<file path="src/rtl/multicycle_control_fsm_if.sv">
// Memory handshake bundle between the multicycle control unit and the
// instruction/data memory port.
//   mem_req   : controller -> memory, request active (FETCH, MEM)
//   mem_we    : controller -> memory, write strobe (store in MEM)
//   ir_load   : controller -> datapath, load IR this cycle
//   mem_ready : memory -> controller, current request completes
interface multicycle_control_fsm_if;
  logic mem_req;
  logic mem_we;
  logic ir_load;
  logic mem_ready;

  modport master (
    output mem_req,
    output mem_we,
    output ir_load,
    input  mem_ready
  );

  modport slave (
    input  mem_req,
    input  mem_we,
    input  ir_load,
    output mem_ready
  );
endinterface

</file>
<file path="src/rtl/multicycle_control_fsm.sv">
// Multicycle control unit for an RV32I datapath.
// Sequences IDLE/FETCH/DECODE/EXECUTE/MEM/WRITE_BACK/FAULT, decodes the
// opcode into ALU controls and datapath enables, bounds memory waits with a
// timeout, holds WRITE_BACK for WB_CYCLES cycles and counts retired
// instructions.
// Ports:
//   clk, reset (async, active-low)
//   mem_bus      : memory handshake (mem_req, mem_we, ir_load, mem_ready)
//   run          : keep executing; sampled in IDLE and at instruction end
//   clear_fault  : FAULT -> IDLE
//   opcode       : IR[6:0], valid from DECODE onward
//   branch_taken : ALU compare result, valid in EXECUTE
//   state        : current state code
//   aluop, alu_src_imm, reg_write, pc_write, pc_branch : datapath controls
//   fault        : FAULT state flag
//   retired      : retired-instruction count (wraps)
module multicycle_control_fsm #(
  parameter int STATE_W   = 4,
  parameter int WB_CYCLES = 1,
  parameter int TIMEOUT   = 15,
  parameter int CNT_W     = 16
) (
  input  logic                   clk,
  input  logic                   reset,
  multicycle_control_fsm_if.master mem_bus,
  input  logic                   run,
  input  logic                   clear_fault,
  input  logic [6:0]             opcode,
  input  logic                   branch_taken,
  output logic [STATE_W-1:0]     state,
  output logic [1:0]             aluop,
  output logic                   alu_src_imm,
  output logic                   reg_write,
  output logic                   pc_write,
  output logic                   pc_branch,
  output logic                   fault,
  output logic [CNT_W-1:0]       retired
);

  typedef enum logic [2:0] {
    S_IDLE       = 3'd0,
    S_FETCH      = 3'd1,
    S_DECODE     = 3'd2,
    S_EXECUTE    = 3'd3,
    S_WRITE_BACK = 3'd4,
    S_MEM        = 3'd5,
    S_FAULT      = 3'd6
  } state_t;

  // OP_NONE doubles as the reset value of the latch and the illegal marker.
  typedef enum logic [2:0] {
    OP_NONE   = 3'd0,
    OP_R      = 3'd1,
    OP_I      = 3'd2,
    OP_LOAD   = 3'd3,
    OP_STORE  = 3'd4,
    OP_BRANCH = 3'd5,
    OP_JAL    = 3'd6
  } op_t;

  state_t           state_q, state_d;
  op_t              op_q, op_dec;
  logic [7:0]       wait_cnt;
  logic [7:0]       wb_cnt;
  logic [CNT_W-1:0] retired_q;
  logic             mem_timeout;
  logic             wb_last;
  logic             complete;
  state_t           end_state;

  always_comb begin
    op_dec = OP_NONE;
    case (opcode)
      7'b0110011: op_dec = OP_R;
      7'b0010011: op_dec = OP_I;
      7'b0000011: op_dec = OP_LOAD;
      7'b0100011: op_dec = OP_STORE;
      7'b1100011: op_dec = OP_BRANCH;
      7'b1101111: op_dec = OP_JAL;
      default:    op_dec = OP_NONE;
    endcase
  end

  // The wait counter holds the number of unanswered cycles so far, so the
  // TIMEOUT-th unanswered cycle is the one that sees TIMEOUT-1; a ready on
  // that same cycle still takes priority in the next-state logic.
  assign mem_timeout = (wait_cnt == 8'(TIMEOUT - 1)) && !mem_bus.mem_ready;
  assign wb_last     = (wb_cnt == 8'(WB_CYCLES - 1));
  assign end_state   = run ? S_FETCH : S_IDLE;

  // An instruction ends in exactly one of three places depending on its class.
  assign complete = ((state_q == S_EXECUTE) && (op_q == OP_BRANCH)) ||
                    ((state_q == S_MEM) && (op_q == OP_STORE) && mem_bus.mem_ready) ||
                    ((state_q == S_WRITE_BACK) && wb_last);

  always_ff @(posedge clk or negedge reset) begin
    if (!reset) state_q <= S_IDLE;
    else        state_q <= state_d;
  end

  // Wait counter restarts whenever ready arrives or the controller is not
  // waiting on memory, so FETCH and MEM each start their own timeout window.
  always_ff @(posedge clk or negedge reset) begin
    if (!reset) begin
      op_q      <= OP_NONE;
      wait_cnt  <= 8'd0;
      wb_cnt    <= 8'd0;
      retired_q <= '0;
    end else begin
      if (state_q == S_DECODE) op_q <= op_dec;
      if (((state_q == S_FETCH) || (state_q == S_MEM)) && !mem_bus.mem_ready)
        wait_cnt <= wait_cnt + 8'd1;
      else
        wait_cnt <= 8'd0;
      if ((state_q == S_WRITE_BACK) && !wb_last) wb_cnt <= wb_cnt + 8'd1;
      else                                       wb_cnt <= 8'd0;
      if (complete) retired_q <= retired_q + 1'b1;
    end
  end

  always_comb begin
    state_d = state_q;
    case (state_q)
      S_IDLE:   if (run) state_d = S_FETCH;
      S_FETCH: begin
        if (mem_bus.mem_ready) state_d = S_DECODE;
        else if (mem_timeout)  state_d = S_FAULT;
      end
      S_DECODE: state_d = (op_dec == OP_NONE) ? S_FAULT : S_EXECUTE;
      S_EXECUTE: begin
        case (op_q)
          OP_R, OP_I, OP_JAL: state_d = S_WRITE_BACK;
          OP_LOAD, OP_STORE:  state_d = S_MEM;
          OP_BRANCH:          state_d = end_state;
          default:            state_d = S_FAULT;
        endcase
      end
      S_MEM: begin
        if (mem_bus.mem_ready) state_d = (op_q == OP_LOAD) ? S_WRITE_BACK : end_state;
        else if (mem_timeout)  state_d = S_FAULT;
      end
      S_WRITE_BACK: if (wb_last) state_d = end_state;
      S_FAULT:      if (clear_fault) state_d = S_IDLE;
      default:      state_d = S_IDLE;
    endcase
  end

  always_comb begin
    mem_bus.mem_req = 1'b0;
    mem_bus.mem_we  = 1'b0;
    mem_bus.ir_load = 1'b0;
    aluop           = 2'b00;
    alu_src_imm     = 1'b0;
    reg_write       = 1'b0;
    pc_write        = complete;
    pc_branch       = 1'b0;
    fault           = 1'b0;
    case (state_q)
      S_FETCH: begin
        mem_bus.mem_req = 1'b1;
        mem_bus.ir_load = mem_bus.mem_ready;
      end
      S_EXECUTE: begin
        case (op_q)
          OP_R:      aluop = 2'b10;
          OP_I: begin
            aluop       = 2'b10;
            alu_src_imm = 1'b1;
          end
          OP_LOAD, OP_STORE: alu_src_imm = 1'b1;
          OP_BRANCH: begin
            aluop     = 2'b01;
            pc_branch = branch_taken;
          end
          OP_JAL:    pc_branch = 1'b1;
          default:   aluop = 2'b00;
        endcase
      end
      S_MEM: begin
        mem_bus.mem_req = 1'b1;
        mem_bus.mem_we  = (op_q == OP_STORE);
      end
      S_WRITE_BACK: begin
        reg_write = (wb_cnt == 8'd0);
        pc_branch = (op_q == OP_JAL);
      end
      S_FAULT: fault = 1'b1;
      default: fault = 1'b0;
    endcase
  end

  assign state   = STATE_W'(state_q);
  assign retired = retired_q;

endmodule

</file>
<file path="src/flat_wrapper.sv">
// flat-port wrapper written by rule: the top's interface ports become plain ports
module multicycle_control_fsm_flat 
#(
  parameter int STATE_W   = 4,
  parameter int WB_CYCLES = 1,
  parameter int TIMEOUT   = 15,
  parameter int CNT_W     = 16
)
  (clk, reset, run, clear_fault, opcode, branch_taken, state, aluop, alu_src_imm, reg_write, pc_write, pc_branch, fault, retired, mem_bus_mem_req, mem_bus_mem_we, mem_bus_ir_load, mem_bus_mem_ready);
  multicycle_control_fsm_if mem_bus_i ();
  input  logic clk;
  input  logic reset;
  input  logic run;
  input  logic clear_fault;
  input  logic [6:0] opcode;
  input  logic branch_taken;
  output logic [STATE_W-1:0] state;
  output logic [1:0] aluop;
  output logic alu_src_imm;
  output logic reg_write;
  output logic pc_write;
  output logic pc_branch;
  output logic fault;
  output logic [CNT_W-1:0] retired;
  output wire logic [$bits(mem_bus_i.mem_req)-1:0] mem_bus_mem_req;
  output wire logic [$bits(mem_bus_i.mem_we)-1:0] mem_bus_mem_we;
  output wire logic [$bits(mem_bus_i.ir_load)-1:0] mem_bus_ir_load;
  input wire logic [$bits(mem_bus_i.mem_ready)-1:0] mem_bus_mem_ready;
  assign mem_bus_mem_req = mem_bus_i.mem_req;
  assign mem_bus_mem_we = mem_bus_i.mem_we;
  assign mem_bus_ir_load = mem_bus_i.ir_load;
  assign mem_bus_i.mem_ready = mem_bus_mem_ready;
  multicycle_control_fsm #(.STATE_W(STATE_W), .WB_CYCLES(WB_CYCLES), .TIMEOUT(TIMEOUT), .CNT_W(CNT_W)) u_core (.clk(clk), .reset(reset), .mem_bus(mem_bus_i), .run(run), .clear_fault(clear_fault), .opcode(opcode), .branch_taken(branch_taken), .state(state), .aluop(aluop), .alu_src_imm(alu_src_imm), .reg_write(reg_write), .pc_write(pc_write), .pc_branch(pc_branch), .fault(fault), .retired(retired));
endmodule
</file>
<file path="config.mk">
export PLATFORM = sky130hd
export DESIGN_NAME = multicycle_control_fsm_flat
export DESIGN_NICKNAME = d
export VERILOG_FILES = /design/src/rtl/multicycle_control_fsm_if.sv /design/src/rtl/multicycle_control_fsm.sv /design/src/flat_wrapper.sv
export SDC_FILE = /design/constraint.sdc
export NUM_CORES = 1
export LEC_CHECK = 0
export CAP_MARGIN = 20
export CORE_ASPECT_RATIO = 0.7
export CORE_MARGIN = 2
export CORE_UTILIZATION = 40
export DETAILED_ROUTE_END_ITERATION = 10
export HOLD_SLACK_MARGIN = 0.08
export PLACE_DENSITY = 0.76
export SLEW_MARGIN = 15
export SYNTH_ARGS = -nofsm -noshare
export SYNTH_HDL_FRONTEND = slang
export SYNTH_SLANG_ARGS = --single-unit
</file>
<file path="constraint.sdc">
create_clock -name clk -period 3.6 [get_ports clk]
set_clock_uncertainty 0.2 [all_clocks]
set_input_delay 0.36 -clock clk [delete_from_list [all_inputs] [get_ports clk]]
set_output_delay 0.36 -clock clk [all_outputs]
set_load 0.05 [all_outputs]
</file>
==> metrics.cfg <==
[run_status]
status = complete, no violations

[sta]
clock.fmax_mhz = 305
hold_slack_ns = 0.280
report.final.slew_viol_count = 0
hold_viol = 0
final.min_clock_period_ns = 3.27
setup_violations = 0
tns_ns = 0
slew-limit-headroom_pct = 44.7
period_share_pct = 90.9
rsz0062_at_grt = no
tightest_slew_ns = 0.829

[power]
peakVddDrop_uv = 352
p_comb_share_pct = 43.2
p_leak_nw = 1.14
swShare_pct = 43.7
internal_power_uw = 873
p_sw_uw = 677
sequentialPowerShare_pct = 37.1
p_per_area_mw_per_mm2 = 578
clkPwrFrac_pct = 19.7

[final_layout]
layout.nets = 281
final_area_sq_mm = 0.00268
drive_above_1_share_pct = 6.82
finalCoreUtilization_pct = 51.8
area_growth_pct = 26.0
antenna_cells = 0

[synth]
synthArstFlopShare_pct = 100
ys.flop_type = dfrtp_1
synth_top_family_by_area = simple AND/OR/NAND/NOR gates
synth_compound_area_share_pct = 8.53
yosysSeqAreaShare_pct = 44.7
yosysMostFrequentCell = dfrtp_1
synth_nets = 241
synth_area_leaders = dfrtp_1 (45%), xnor2_1 (6.2%), xor2_1 (5.4%)
synth_xor_area_share_pct = 11.5
yosys-top-cells-count = dfrtp_1 (38), nor2_1 (27), nand3_1 (20), xnor2_1 (15), xor2_1 (13)
synthesis.area_sq_mm = 0.00213
ys_ff_latch = 38
yosys_warnings = 0
synth_top_area_share_pct = 44.7
netlist_instances = 223
yosysUniqueCellTypes = 43
syn_avg_cell_area_sq_um = 9.54
yosysTopAreaCell = dfrtp_1
synth_fa_ha_area_share_pct = 2.94
synth_mux_area_share_pct = 1.00
synthSimpleGateAreaFrac_pct = 26.9
synth_edf_count = 0

[clock_tree]
htreeDepth = 2
cts_sinks = 38
post-cts-setup-buffer-count = 0
cts_root_buffer = clkbuf_8
clk_latency_ns = 0.29
clkTransAtPathRegs_ns = 0.08
cts_buffers = 5
cts_tree = built
clockBufferDepth = 2

[critical_path]
crit_type = reg -> out
end_kind = output port
arrival_ns = 2.71
r2r_end = u_core.state_q[2]
start_kind = register
worstPathMaxFanout = 17
r2r_slack_ns = 1.23
slowest_stage = clkdlybuf4s50_1
crit_chain = inv_1, ha_1, or4b_4, nor3_4, a211o_4, clkdlybuf4s50_1
reg2reg_depth = 7
crit_required_ns = 3.04
critical-path-max-stage-delay_ns = 0.84
crit_path_end = pc_write
crit_start = u_core.wb_cnt[0]
r2r-start = u_core.wb_cnt[0]

[placed_design]
placed_cell_area_sq_mm = 0.00257
hpwl_microns = 3330
numPortBuffers = 41
gp_congestion = 0.863

[floorplan]
start_util_pct = 41.1
fp.dieW_microns = 91.2
dieHeight_microns = 65.0
ios = 43
fp.dieArea_sq_mm = 0.00593
rows = 22
core_region_area_sq_mm = 0.00517

[route]
postRouteWirelength_microns = 4520
first_pass_iters = 4
drcViolationCount = 0
ant_nets = 0
wl_per_cell_microns = 13.4
viasPerCell = 5.06
vias = 1699
drtIter0Drc = 61

[grt]
gr-usage-all-layers_pct = 16.2
antenna_found_initial = 0
grt_pass1_vias = 1608
grt-ovfl-total = 0
grt_pass1_wl_microns = 7530
grt_max_degree = 39

[flow_run]
maxCapViolations = 0

[hold_path]
hp-class = reg -> reg

==> metal layers <==
| metal | wire [microns] | vias up | GRT usage [%] |
|---|---|---|---|
| met1 | 2360 | 816 | 23.0 |
| met5 | 0 | - | 0 |
| met3 | 176 | 3 | 5.12 |
| li1 | - | 847 | - |
| met4 | 29 | 0 | 3.98 |
| met2 | 1950 | 33 | 24.2 |
==> flip-flops by register name, summed over array words and instances, names as in the netlist <==
name	count
u_core.retired	16
u_core.op_q	3
u_core.wait_cnt	8
u_core.wb_cnt	8
u_core.state_q	3
==> critical path: cells and delay by family, from the launching register on <==
family                     cells  cell delay (ns)
DFF                            1             0.44
buffers and inverters          2             0.92
and+or+nand+nor                2             0.68
adders and majority gates      1             0.13
AOI/OAI and AO/OA              1             0.24
==> power by group through the flow <==
stage / logic [mW] / registers (mW) / clock network (mW)
3_5_place_dp: 0.673 / 0.581 / 0
4_1_cts: 0.675 / 0.573 / 0.320
2_1_floorplan: 0.361 / 0.684 / 0
6_report: 0.670 / 0.574 / 0.305
3_3_place_gp: 0.661 / 0.581 / 0
5_1_grt: 0.715 / 0.590 / 0.338
==> timing repair <==
action                                 CTS  global route
setup endpoints to repair                0             0
endpoints found under the hold margin   38             0
resized for setup                        0             0
hold buffers                             1             0
==> layout make-up <==
| class | count | area, sq um |
|---|---|---|
| Clock inverter | 2 | 12.5 |
| Timing Repair Buffer | 42 | 415 |
| Clock buffer | 6 | 82.6 |
| Tap cell | 72 | 90.1 |
| Sequential cell | 38 | 951 |
| Multi-Input combinational cell | 165 | 1090 |
| Fill cell | 489 | 2490 |
| Inverter | 11 | 41.3 |
==> stage by stage <==
step / worst slack [ns] / power [mW] / std cells
global placement: 0.689 / 1.24 / 327
finish: 0.326 / 1.55 / 336
floorplan: 0.628 / 1.05 / 223
global route: 0.188 / 1.64 / 336
CTS: 0.302 / 1.57 / 336
detailed placement: 0.642 / 1.25 / 327
==> cell families after synthesis <==
group	Yosys count
XOR/XNOR	28
buffers and inverters	20
adder cells (fa/ha/maj)	5
multiplexers	2
flip-flops	38
AO/OA/AOI/OAI	26
other	1
AND/OR/NAND/NOR	103
==> placed cells by master (no fill, tap or decap), types with 2 or more instances in the layout <==
cell             instances
a211oi_1                 2
a21oi_1                  8
a221oi_1                 2
and3_1                  10
clkbuf_8                 6
clkdlybuf4s50_1         40
dfrtp_1                 38
ha_1                     5
inv_1                   11
nand2_1                 12
nand2b_1                 6
nand3_1                 20
nand3b_1                 3
nand4_1                  5
nor2_1                  27
nor2b_1                  3
nor3_1                   4
nor4_1                   2
o21a_1                   2
o21ai_0                  5
or3_1                    3
xnor2_1                 15
xor2_1                  13
==> how the worst min path moves through the flow <==
stage	start	to	slack, ns	depth (start not counted)
after floorplan	reset	u_core.op_q[0]	-0.14	0
after global placement	u_core.retired[15]	u_core.retired[15]	0.26	1
after global routing	u_core.wait_cnt[0]	u_core.wait_cnt[0]	0.31	1
final	u_core.wait_cnt[0]	u_core.wait_cnt[0]	0.28	1
after detailed placement	u_core.retired[15]	u_core.retired[15]	0.27	1
after CTS	u_core.wait_cnt[0]	u_core.wait_cnt[0]	0.29	1
No activity file was read; power rests on OpenSTA's default activity.
